--- src/rtl/tpu_pkg.sv ---
// Shared definitions for the accumulator and its drain-side reader.
package tpu_pkg;

  localparam int ACC_W     = 16;
  localparam int ACC_DEPTH = 8;

  typedef enum logic {
    IDLE = 1'b0,
    SEND = 1'b1
  } drain_state_t;

endpackage

--- src/rtl/acc_drain.sv ---
// Snapshots the accumulator bank on a bank_full rise and streams it out in index order.
// Word 0 is valid the cycle after capture; words hold while out_ready is low, one word per handshake.
module acc_drain
  import tpu_pkg::*;
#(
  parameter int DATA_W = ACC_W,
  parameter int DEPTH  = ACC_DEPTH,
  parameter int IDX_W  = $clog2(DEPTH)
) (
  input  logic                    clk,
  input  logic                    reset,
  input  logic                    bank_full,
  input  logic [DEPTH*DATA_W-1:0] bank_data,
  output logic [DATA_W-1:0]       out_data,
  output logic [IDX_W-1:0]        out_idx,
  output logic                    out_last,
  output logic                    out_valid,
  input  logic                    out_ready,
  output logic                    busy,
  output logic                    done,
  output logic                    overrun
);

  localparam logic [IDX_W-1:0] LAST_IDX = IDX_W'(DEPTH - 1);

  drain_state_t      state_q, state_d;
  logic [IDX_W-1:0]  idx_q, idx_d;
  logic              full_q;
  logic              done_q, done_d;
  logic              overrun_q, overrun_d;
  logic              load;
  logic              capture;
  logic              handshake;
  logic [DATA_W-1:0] snap_q [DEPTH];

  assign capture   = bank_full & ~full_q;
  assign handshake = (state_q == SEND) & out_ready;

  always_comb begin
    state_d   = state_q;
    idx_d     = idx_q;
    done_d    = 1'b0;
    overrun_d = overrun_q;
    load      = 1'b0;
    case (state_q)
      IDLE: begin
        if (capture) begin
          load    = 1'b1;
          idx_d   = '0;
          state_d = SEND;
        end
      end
      SEND: begin
        if (handshake && idx_q == LAST_IDX) begin
          done_d = 1'b1;
          idx_d  = '0;
          // A rise landing on the final handshake starts the next bank seamlessly.
          if (capture) begin
            load = 1'b1;
          end else begin
            state_d = IDLE;
          end
        end else begin
          if (handshake) begin
            idx_d = idx_q + IDX_W'(1);
          end
          if (capture) begin
            overrun_d = 1'b1;
          end
        end
      end
      default: state_d = IDLE;
    endcase
  end

  always_ff @(posedge clk) begin
    if (reset) begin
      state_q   <= IDLE;
      idx_q     <= '0;
      full_q    <= 1'b0;
      done_q    <= 1'b0;
      overrun_q <= 1'b0;
      for (int k = 0; k < DEPTH; k++) begin
        snap_q[k] <= '0;
      end
    end else begin
      state_q   <= state_d;
      idx_q     <= idx_d;
      full_q    <= bank_full;
      done_q    <= done_d;
      overrun_q <= overrun_d;
      if (load) begin
        for (int k = 0; k < DEPTH; k++) begin
          snap_q[k] <= bank_data[k*DATA_W +: DATA_W];
        end
      end
    end
  end

  assign out_valid = (state_q == SEND);
  assign busy      = (state_q == SEND);
  assign out_data  = snap_q[idx_q];
  assign out_idx   = idx_q;
  assign out_last  = (state_q == SEND) && (idx_q == LAST_IDX);
  assign done      = done_q;
  assign overrun   = overrun_q;

endmodule

--- config.mk ---
export PLATFORM = sky130hd
export DESIGN_NAME = acc_drain
export DESIGN_NICKNAME = d
export VERILOG_FILES = /design/src/rtl/tpu_pkg.sv /design/src/rtl/acc_drain.sv
export SDC_FILE = /design/constraint.sdc
export NUM_CORES = 1
export LEC_CHECK = 0
export BUFFER_PORTS_ARGS = -buffer_cell sky130_fd_sc_hd__buf_2
export CAP_MARGIN = 20
export CORE_MARGIN = 3
export CORE_UTILIZATION = 40
export DETAILED_ROUTE_END_ITERATION = 10
export PLACE_DENSITY = 0.71
export SETUP_SLACK_MARGIN = 0.05
export SLEW_MARGIN = 10
export SYNTH_ARGS = -nofsm -noshare
export SYNTH_HDL_FRONTEND = slang
export SYNTH_SLANG_ARGS = --single-unit
--- constraint.sdc ---
create_clock -name clk -period 18.86 [get_ports clk]
set_input_delay 1.886 -clock clk [delete_from_list [all_inputs] [get_ports clk]]
set_output_delay 1.886 -clock clk [all_outputs]
set_load 0.01 [all_outputs]
======== Yosys cells after proc, flatten, opt, wreduce, memory -nomap -nowiden ========
Memory sizes are Yosys's and may differ from the RTL's. A register that Yosys moved wholly into a read port is not among the register bits.
Cells that the tools add are included.
storage, ports and cells
  register bits after elaboration ......... 7
  bits in writable memories ............... 128
  bits of input ports ..................... 132
  word-level logic and storage cells ...... 53
  memories kept ........................... 1
cells by class
  add/sub/neg operators ................... 1
  equality and inequality tests ........... 3
  mux-type cells .......................... 25
  bitwise logic cells ..................... 13
  reduce and logical (&&, ||, !) cells .... 5
memories
  name    depth  bits a word  read ports  clocked after memory_dff  write ports  RTL line         RTL
  snap_q  8      16           1           1                         8            acc_drain.sv:34  logic [DATA_W-1:0] snap_q [DEPTH];
operators with widths
  operator             number
  $mux 16              8
  $mux 3               5
  $mux 1               9
  $or 1x1->1           8
  $pmux 3 s2           1
  $pmux 1 s2           2
  $add 3x1->3 const B  1
  $eq 3x3->1 const B   1
  $ne 3x1->1 const B   1
  $not 1->1            3
  $reduce_and 3->1     1
  $and 1x1->1          2
  $logic_and 1x1->1    2
  $ne 2x2->1 const B   1
  $reduce_and 2->1     1
  $reduce_or 2->1      1

======== Longest topological paths before layout ========
Gate-level depths: netlist (run 1).
  depth in word-level cells ............... 9
  mapped depth ............................ 7
  mapped depth without buffers ............ 5

======== Least setup slack after synthesis (run 1) ========
No wires, ideal clock.
  path type ............................... input -> register
  from .................................... input port bank_full
  to ...................................... memory snap_q[0][0] (netlist name), enable pin
  library setup time ...................... 0.642 ns
  arrival ................................. 7.908 ns
  required time ........................... 18.218 ns
  slack ................................... 10.311 ns
  stages .................................. 2
  buffers on the path ..................... 0
  cell sequence ........................... nand2b_1 o21bai_1
RTL lines
  what         RTL line         RTL
  from (decl)  acc_drain.sv:12  input logic bank_full,
  to (decl)    acc_drain.sv:34

==> results of run 1 <==
## worst reg2reg max path, stage by stage, from the launching register on
cell and delay [ns]:
dfxtp_1 0.39, ha_1 0.17, ha_1 0.23, a21boi_2 0.14, o21bai_4 0.20, buf_4 0.61
buf_4 0.78
## per-layer routing
metal,wire [um],global-route usage [%],vias to the layer above
met3,745,3.68,13
met5,0,0,-
li1,-,-,1679
met1,5390,20.7,1648
met2,6330,24.6,127
met4,152,5.38,0
## state kept, by name, summed over array words and instances (netlist names), named ones only
name,cells
overrun,1
busy,1
snap_q,128
full_q,1
out_idx,3
done,1
## area by class of cell
type	instances	area (um^2)
clock buffers	18	429
clock inverters	14	179
fillers	1240	7110
inverters	1	3.75
multi-input cells	200	1990
flip-flops and latches	138	4050
well taps	184	230
repair buffers	160	821
## Yosys cell counts, types with 2 or more instances
| cell type | n | share of area, % |
|---|---|---|
| clkbuf_1 | 11 | 0.67 |
| dfxtp_1 | 10 | 3.3 |
| and2_1 | 97 | 9.9 |
| ha_1 | 2 | 0.41 |
| a21oi_1 | 3 | 0.24 |
| clkbuf_2 | 4 | 0.33 |
| nand3_1 | 3 | 0.24 |
| buf_1 | 3 | 0.18 |
| nor2_1 | 3 | 0.18 |
| nor2b_1 | 33 | 3.4 |
| edfxtp_1 | 128 | 62 |
| mux4_1 | 28 | 12 |
| buf_6 | 4 | 0.73 |
| a31oi_1 | 2 | 0.20 |
| mux2_2 | 16 | 2.9 |
| mux4_2 | 4 | 1.5 |
## through the flow
stage	std cells	util (%)	area (um^2)	hold WS, ns
6_report	715	52.0	7700	0.480
5_1_grt	715	52.0	7700	0.503
4_1_cts	714	51.9	7680	0.477
3_5_place_dp	682	47.8	7070	0.463
3_3_place_gp	682	47.8	7070	0.452
2_1_floorplan	363	-	6160	0.503
## power groups by stage
stage	Sequential, uW	Combinational, uW	Clock (uW)
6_report	367	58.4	336
2_1_floorplan	373	34.9	0
3_3_place_gp	372	57.8	0
3_5_place_dp	374	59.0	0
4_1_cts	368	59.3	342
5_1_grt	369	64.2	355
## kinds of logic after synthesis
| group | count (synthesis) |
|---|---|
| AO/OA/AOI/OAI | 7 |
| adder cells (fa/ha/maj) | 2 |
| buffers and inverters | 25 |
| flip-flops | 138 |
| multiplexers | 48 |
| AND/OR/NAND/NOR | 143 |
## layout by cell type (no fill, tap or decap)
cell type / synthesis / routed
nor3b_1: 1 / 1
clkinv_2: 0 / 4
inv_1: 1 / 1
bufinv_16: 0 / 4
ha_1: 2 / 2
buf_8: 0 / 1
dfxtp_2: 0 / 1
a31oi_1: 2 / 2
nand2b_1: 1 / 1
a21oi_1: 3 / 3
clkbuf_16: 0 / 17
buf_2: 1 / 155
clkinv_4: 0 / 1
clkbuf_1: 11 / 1
dfxtp_1: 10 / 9
mux2_2: 16 / 16
mux4_2: 4 / 4
edfxtp_1: 128 / 128
o21bai_4: 0 / 1
buf_4: 1 / 4
and2_1: 97 / 97
nor2_1: 3 / 3
clkinv_1: 0 / 2
nor4bb_1: 1 / 1
or3b_2: 1 / 1
nand3_1: 3 / 3
nand2_1: 1 / 1
clkinvlp_4: 0 / 3
a21boi_2: 1 / 1
nand4b_1: 1 / 1
nor2b_1: 33 / 33
mux4_1: 28 / 28
nor3_4: 1 / 1
## worst max path at each step
| stage | startpoint | endpoint | slack, ns | cells after the start |
|---|---|---|---|---|
| 5_1_grt | register | out_data[14] | 14.22 | 3 |
| 4_1_cts | register | out_data[14] | 14.28 | 3 |
| 2_1_floorplan | bank_full | snap_q[0][0] | 10.31 | 2 |
| 6_report | register | out_data[14] | 14.34 | 3 |
| 3_5_place_dp | reset | snap_q[0][8] | 14.23 | 4 |
| 3_3_place_gp | reset | snap_q[0][8] | 14.35 | 4 |
==> summary.txt, run 1 <==
Clock tree
  – Num CTS Buffers: 17
  – H-tree depth: 4
  – Setup Buffers After CTS: 0
  – Post-CTS sizing: 0
  – CTS tree: done
  – Clock-pin slew on the worst setup and hold paths: 0.05 ns
  – Cts hold-fix bufs: 0
  – Clk root buf: clkbuf_16
  – Clock Latency Late Sink: ~0.41 ns
  – Clock Sinks: around 140
  – CTS Buffer Depth: 2

STA
  – # setup viols final: 0
  – Setup_tns: 0 ns
  – Worst rel slew slack: slightly above 30%
  – Slew Viols, Final: 0
  – Post-route setup slack: 14.34 ns
  – Worst Max-Slew Pin Slew: 1.04 ns
  – Clock Skew: ~0.0062 ns
  – Max frequency: approximately 220 MHz
  – Final period util: a little under a quarter
  – Hold Fails Final Rpt: 0
  – Min Tclk post-route: about 4.5 ns
  – Unrepaired setup endpoints after global routing: no

Power and ir drop
  – Register share of total power: 48.2%
  – PD cells: a little under 100 nW/um^2
  – Internal power: ~610 uW
  – Gate power share: around 7.7%
  – Power consumption: between 700 and 800 uW
  – Lkg Pwr: 0.00319 uW
  – Peak supply drop: between 50 and 60 uV
  – Clock power share: approximately 44%
  – Sw Share: 20.0%
  – Net Sw Power: 152 uW

Setup path
  – Largest stage delay, worst path: approximately 1.0 ns
  – Reg-to-reg startpoint: out_idx[0]
  – Reg2reg end: snap_q[0][8]
  – CP Cell Sequence: mux4_1 -> mux2_2 -> buf_2
  – CP max stage cell: dfxtp_2
  – Worst-path fanout max: 32
  – Crit path max-delay family: multiplexers
  – Critical path class: register to primary output
  – Crit path capture type: primary output
  – CP required: between 15 and 20 ns
  – Crit path launch type: register
  – R2R Setup Slk: between 15 and 20 ns
  – R2R cell count: 6
  – Worst Path Arrival: about 2.6 ns
  – Buf/Inv on CP: 1

Place
  – Final RePlAce weighted congestion: 0.775
  – Dpl ws: between 10 and 15 ns
  – HPWL after DPL: 8870 um
  – IO buf count: ~160

Global route
  – All-Layer GR Usage: 15.4%
  – Grt total ovfl: 0
  – Vias in the first global route: roughly 3,600
  – Initial antenna violation count: 0
  – First-pass GRT wire length: about 19,000 um
  – Largest net degree at the start of global routing: a little under 70

Yosys
  – Register area share after synthesis: 65.7%
  – Synthesized area: 6160 um^2
  – FFs w/ async S/R, synth: 0%
  – Mean Syn Cell Area: 17.0 um^2
  – EDFF count, synth: 128
  – Largest family of logic cells by synthesized area: multiplexers
  – Synth Area in Simple Gates: 14.6%
  – Distinct cell type count after synthesis: 28
  – Adder-cell area share of the yosys netlist: less than 1%
  – Seq cells post-synth: approximately 140
  – Yosys warnings: 0
  – XOR/XNOR Fraction of Synth Area: 0%
  – Top FF cell, synth: edfxtp_1
  – Area fraction in compound gates after synthesis: less than 1%
  – Post-synthesis mux area share: about 16%
  – Gate Count Post-Synth: 363
  – Post-Synthesis Net Count: 497

Hold path
  – Hold path startpoint: overrun
  – Hold path endpoint: overrun
  – Hold path cells: 2
  – HP Class: register to register

Floorplanning
  – Core area: ~15,000 um^2
  – Initial Util: about two fifths
  – Die Y: between 100 and 150 um
  – Cell Rows: 44
  – Die W: 130 um
  – Die area: between 15,000 and 20,000 um^2
  – I/O pin total: roughly 160

Layout
  – Layout cells sized above 1: 40.3%
  – Area Growth Syn to Fin: 25.0%
  – ANT cells: 0
  – Nets: 652

Job
  – Max-cap violations: 0

Routing
  – Average routed wire per standard cell: 17.7 um
  – Drt initial violations: 248
  – Detailed Routing Iterations Pass 1: 5
  – Final antenna-violating net count: 0
  – DRC viols: 0
  – Total vias in the final route: roughly 3,500
  – Total wire length: ~13,000 um
  – Vias per inst: 4.85

Run status
  – Status: finished clean
Power figures use the tool's default switching activity.
==> run 2, diff against run 1 <==
- ABC_AREA: not set -> 1
- PLACE_DENSITY: 0.71 -> 0.7
- clock period: 18.86 -> 4.7 ns (I/O delays scaled with it)
==> summary.txt, run 2 <==
Layout
  – Commonest cells after routing, fill and taps aside: inv_1 (265), nand2_1 (215), buf_2 (155), edfxtp_1 (128), nor2_1 (92)
  – Area Growth Syn to Fin: 22.3%
  – Final non-filler cell area: just under 9000 um^2
  – # fillers: 1,662
  – Nets: approximately 1,100
  – Most common cell after layout, fill and taps aside: inv_1
  – Reg with most FFs: snap_q
  – Layout cells sized above 1: between 20% and 30%
  – ANT cells: 0
  – Max reg flops: roughly 130

Clock tree
  – Clock Latency Late Sink: between 0.4 and 0.5 ns
  – Cts hold-fix bufs: 0
  – H-tree depth: 4
  – Clock Sinks: around 140
  – Post-CTS sizing: 0
  – CTS Buffer Depth: 2
  – Num CTS Buffers: 17
  – CTS tree: done
  – Clock-pin slew on the worst setup and hold paths: 0.06 ns
  – Setup Buffers After CTS: 0
  – Clk root buf: clkbuf_16

Floorplanning
  – Core area: around 17,000 um^2
  – I/O pin total: ~160
  – Cell Rows: 48
  – Die Y: around 140 um
  – Die area: 19,300 um^2
  – Initial Util: between 40% and 50%
  – Die W: 139 um

Yosys
  – Yosys warnings: 0
  – Synth top cells by count: inv_1 (265), nand2_1 (215), edfxtp_1 (128)
  – Mean Syn Cell Area: between 8 and 9 um^2
  – Register area share after synthesis: 57.1%
  – Seq cells post-synth: between 100 and 150
  – Count leader, synth: inv_1
  – Synthesized area: 7080 um^2
  – Post-synth top area share: a little over half
  – Post-synth top area cell: edfxtp_1
  – Distinct cell type count after synthesis: 19
  – EDFF count, synth: roughly 130
  – Post-Synthesis Net Count: roughly 1,000
  – Largest cells by area after synthesis: edfxtp_1 (54%), inv_1 (14%), nand2_1 (11%)
  – Gate Count Post-Synth: slightly below 900
  – Top FF cell, synth: edfxtp_1
  – FFs w/ async S/R, synth: 0%

Routing
  – Vias per inst: between 4 and 5
  – Average routed wire per standard cell: about 14 um
  – Total wire length: between 15,000 and 20,000 um
  – Total vias in the final route: around 5,500
  – Detailed Routing Iterations Pass 1: 5
  – Drt initial violations: 452
  – Final antenna-violating net count: 0
  – DRC viols: 0

Setup path
  – CP Cell Sequence: buf_4 -> inv_1 -> nand3_1 -> nand2_1 -> nand2_1 -> nand2_1 -> buf_2
  – Crit path max-delay family: buffers and inverters
  – Worst-path fanout max: 33
  – Reg-to-reg startpoint: out_idx[0]
  – Reg2reg end: snap_q[3][12]
  – Critical path class: register to primary output
  – Crit path capture type: primary output
  – R2R Setup Slk: roughly 2.3 ns
  – Cell repeated most along the worst path: nand2_1
  – Largest stage delay, worst path: 0.79 ns
  – Crit path launch type: register
  – Buf/Inv on CP: 3
  – Worst Path Arrival: between 2 and 2.5 ns
  – CP required: ~4.2 ns
  – R2R cell count: 7
  – CP max stage cell: inv_1

Hold path
  – Hold path startpoint: bank_full
  – Hold path endpoint: full_q
  – HP Class: input port to register
  – Hold path cells: 3

Global route
  – Grt total ovfl: 0
  – Vias in the first global route: approximately 5,300
  – Largest net degree at the start of global routing: 72
  – Initial antenna violation count: 0
  – First-pass GRT wire length: 27,000 um
  – All-Layer GR Usage: ~18%

STA
  – Slew Viols, Final: 0
  – Final period util: about three fifths
  – Hold Fails Final Rpt: 0
  – Max frequency: about 350 MHz
  – Unrepaired setup endpoints after global routing: no
  – Min Tclk post-route: between 2 and 3 ns
  – Worst Max-Slew Pin Slew: around 1 ns
  – # setup viols final: 0
  – Clock Skew: 0.00692 ns
  – Worst rel slew slack: a little under a third
  – Setup_tns: 0 ns

Job
  – Max-cap violations: 0

Place
  – Placed cell area: about 8000 um^2
  – Final RePlAce weighted congestion: around 0.86
  – IO buf count: about 160
  – HPWL after DPL: 12,300 um

Power and ir drop
  – PD cells: ~370 nW/um^2
  – Peak supply drop: 272 uV
  – Lkg Pwr: between 0.004 and 0.005 uW

Run status
  – Status: finished clean
run 2: worst max-delay path by stage:
stage | from | to | cells after the start
after detailed placement | bank_full | snap_q[1][8] | 6
after CTS | register | out_data[6] | 7
final | register | out_data[7] | 7
after global routing | register | out_data[15] | 7
after floorplan | out_idx[0] | snap_q[0][0] | 4
after global placement | bank_full | snap_q[1][12] | 6
run 2: per-layer routing:
metal | up-vias | GRT usage (%) | part of all wire [%]
li1 | 2811 | - | -
met1 | 2447 | 25.0 | 46
met2 | 189 | 27.8 | 46
met3 | 17 | 4.31 | 6.3
met4 | 0 | 5.15 | 1.5
met5 | - | 0 | 0
run 2: final cells by class:
type	instances	area, um^2	share of cell area (%)
clock inverters	6	46.3	0.535
multi-input cells	426	1840	21.3
repair buffers	163	873	10.1
inverters	267	1000	11.6
well taps	225	282	3.25
clock buffers	26	566	6.53
flip-flops and latches	138	4050	46.7
run 2: stage by stage:
step | std cells | hold WS (ns) | utilization (%) | worst slack [ns] | power, uW
3_3_place_gp | 1217 | 0.478 | 46.3 | 2.09 | 1860
6_report | 1251 | 0.304 | 50.1 | 1.85 | 3190
5_1_grt | 1251 | 0.329 | 50.1 | 1.65 | 3310
2_1_floorplan | 869 | 0.505 | - | 1.30 | 1720
3_5_place_dp | 1217 | 0.514 | 46.3 | 2.01 | 1860
4_1_cts | 1249 | 0.295 | 49.8 | 1.86 | 3190
run 2: worst reg2reg max path, cell delays in order (launching register included):
cell	delay, ns
dfxtp_1	0.34
ha_1	0.20
ha_1	0.25
a21oi_2	0.28
inv_2	0.09
nand3_4	0.31
buf_4	0.57
nor2_1	0.12
run 2: where the power goes:
group	internal, uW	total (uW)	leakage, uW	switching (uW)
Sequential	1440	1470	0.00144	25.7
Clock	838	1350	0.000301	509
Combinational	133	369	0.00293	236
run 2: cell families (layout without fill, tap and decap cells):
kind of cell | Yosys count | after routing | synth area share (%)
AOI/OAI and AO/OA | 8 | 8 | 0.654
DFF | 138 | 138 | 57.1
and+or+nand+nor | 416 | 416 | 24.8
buffers and inverters | 305 | 462 | 17.1
adders and majority gates | 2 | 2 | 0.353
==> run 3, diff against run 2 <==
- PLACE_DENSITY: 0.7 -> 0.72
- clock period: 4.7 -> 2.3 ns (I/O delays scaled with it)
==> summary.txt, run 3 (synthesis gave the netlist of run 2 again) <==
Power and ir drop
  – Clock power share: ~44%
  – Sw Share: roughly 23%
  – PD cells: a little under 800 nW/um^2
  – Power consumption: 6770 uW
  – Gate power share: 11.5%
  – Register share of total power: ~44%
  – Lkg Pwr: 0.00473 uW
  – Net Sw Power: approximately 1500 uW
  – Internal power: between 5000 and 6000 uW
  – Peak supply drop: about 500 uV

Global route
  – All-Layer GR Usage: 18.1%
  – Initial antenna violation count: 1
  – Largest net degree at the start of global routing: between 90 and 100
  – Grt total ovfl: 0
  – First-pass GRT wire length: 27,200 um
  – Vias in the first global route: roughly 5,400

Setup path
  – Largest stage delay, worst path: approximately 0.35 ns
  – Buf/Inv on CP: 3
  – CP required: around 2.1 ns
  – Crit path launch type: register
  – Critical path class: register to primary output
  – CP max stage cell: dfxtp_2
  – CP Cell Sequence: inv_2 -> buf_12 -> nand2_1 -> nand3_1 -> nand2_1 -> nand2_1 -> nand2_1 -> buf_2
  – Worst-path fanout max: 27
  – Cell repeated most along the worst path: nand2_1
  – Crit path capture type: primary output
  – Crit path max-delay family: buffers and inverters
  – Worst Path Arrival: around 1.8 ns

Layout
  – Commonest cells after routing, fill and taps aside: inv_1 (265), nand2_1 (215), buf_2 (155), edfxtp_1 (128), nor2_1 (92)
  – Max reg flops: 128
  – Reg with most FFs: snap_q
  – Layout cells sized above 1: a little under a quarter
  – Most common cell after layout, fill and taps aside: inv_1
  – Area Growth Syn to Fin: 24.6%
  – Nets: roughly 1,200

STA
  – Clock Skew: between 0.008 and 0.009 ns
  – Slew Viols, Final: 0
  – Unrepaired setup endpoints after global routing: no
  – Hold Fails Final Rpt: 0
  – Min Tclk post-route: 2.06 ns
  – Post-route setup slack: ~0.24 ns
  – Max frequency: ~480 MHz
  – Worst rel slew slack: between 60 and 70%
  – Final period util: about nine tenths
  – # setup viols final: 0
  – Worst Max-Slew Pin Slew: approximately 0.5 ns

Routing
  – Total wire length: 17,600 um
  – Vias per inst: between 4 and 5
  – DRC viols: 0
  – Final antenna-violating net count: 0
  – Total vias in the final route: about 5,500
  – Drt initial violations: 563
  – Average routed wire per standard cell: roughly 14 um
  – Detailed Routing Iterations Pass 1: 6

Place
  – Dpl ws: 0.553 ns
  – IO buf count: 155
  – HPWL after DPL: ~12,000 um
  – Final RePlAce weighted congestion: 0.834

Floorplanning
  – Cell Rows: 48
  – I/O pin total: between 150 and 200
  – Initial Util: 40.9%
  – Die Y: between 100 and 150 um
  – Die area: ~19,000 um^2
  – Core area: about 17,000 um^2
  – Die W: around 140 um

Clock tree
  – CTS Buffer Depth: 2
  – Clk root buf: clkbuf_16
  – CTS tree: done
  – Clock-pin slew on the worst setup and hold paths: ~0.06 ns
  – Num CTS Buffers: 17
  – Clock Latency Late Sink: approximately 0.42 ns
  – H-tree depth: 4
  – Post-CTS sizing: 0
  – Clock Sinks: approximately 140

Hold path
  – HP Class: input port to register

Run status
  – Status: finished clean

Job
  – Max-cap violations: 0
[run 3: cell types whose count changed in the layout (fill, tap and decap cells not counted), moves of 2 or more]
cell	before	now
clkbuf_8	0	3
clkinv_4	3	0
clkbuf_16	22	18
ha_4	0	2
ha_1	2	0
dfxtp_4	0	2
buf_4	5	10
bufinv_16	0	5
dfxtp_1	9	7
[run 3: worst paths after layout]
check | start | end | slack [ns] | cells after the start
setup reg to reg | out_idx[1] | snap_q[5][0] | 0.53 | 5
hold / removal | bank_full | full_q | 0.06 | 3
setup / recovery | register | out_data[9] | 0.24 | 8
hold reg to reg | overrun | overrun | 0.49 | 2
[run 3: power groups by stage]
stage | Clock, uW | Sequential, uW | Combinational, uW
after floorplan | 0 | 3050 | 465
after global placement | 0 | 3040 | 761
after detailed placement | 0 | 3050 | 774
after CTS | 3020 | 3000 | 780
after global routing | 3140 | 3020 | 888
final | 2990 | 3000 | 782
[run 3: metrics by stage]
step	std cells	hold WS, ns	setup TNS, ns	utilization [%]	instance area [um^2]
detailed placement	1225	0.476	0	47.1	8140
floorplan	869	0.364	-121.43	-	7130
CTS	1257	0.0459	0	50.8	8790
finish	1259	0.0615	0	51.0	8820
global placement	1225	0.483	0	47.1	8140
global route	1259	0.0797	0	51.0	8820
[run 3: worst register-to-register path, cell delays in order (launching register included)]
cell and delay [ns]:
dfxtp_4 0.36, ha_4 0.13, ha_4 0.16, a21oi_4 0.08
o21ai_4 0.18, buf_12 0.39
[run 3: per-layer routing]
| layer | routed length, um | track usage (%) |
|---|---|---|
| met1 | 7710 | 23.5 |
| met2 | 8410 | 29.1 |
| met3 | 1010 | 3.76 |
| met4 | 454 | 8.91 |
| met5 | 0 | 0 |
[run 3: area by class of cell]
type,count,area (um^2)
tap,225,282
clock buffer,25,485
clock inverter,7,161
timing repair buffer,170,956
multi-input combinational,426,1880
inverter,267,1000
antenna,1,2.50
fill,1627,8480
sequential,138,4050
[run 3: repair_timing]
action,in CTS,in global routing
buffers inserted,0,0
hold endpoints to repair,0,0
hold buffers,0,0
setup endpoints to repair,0,2
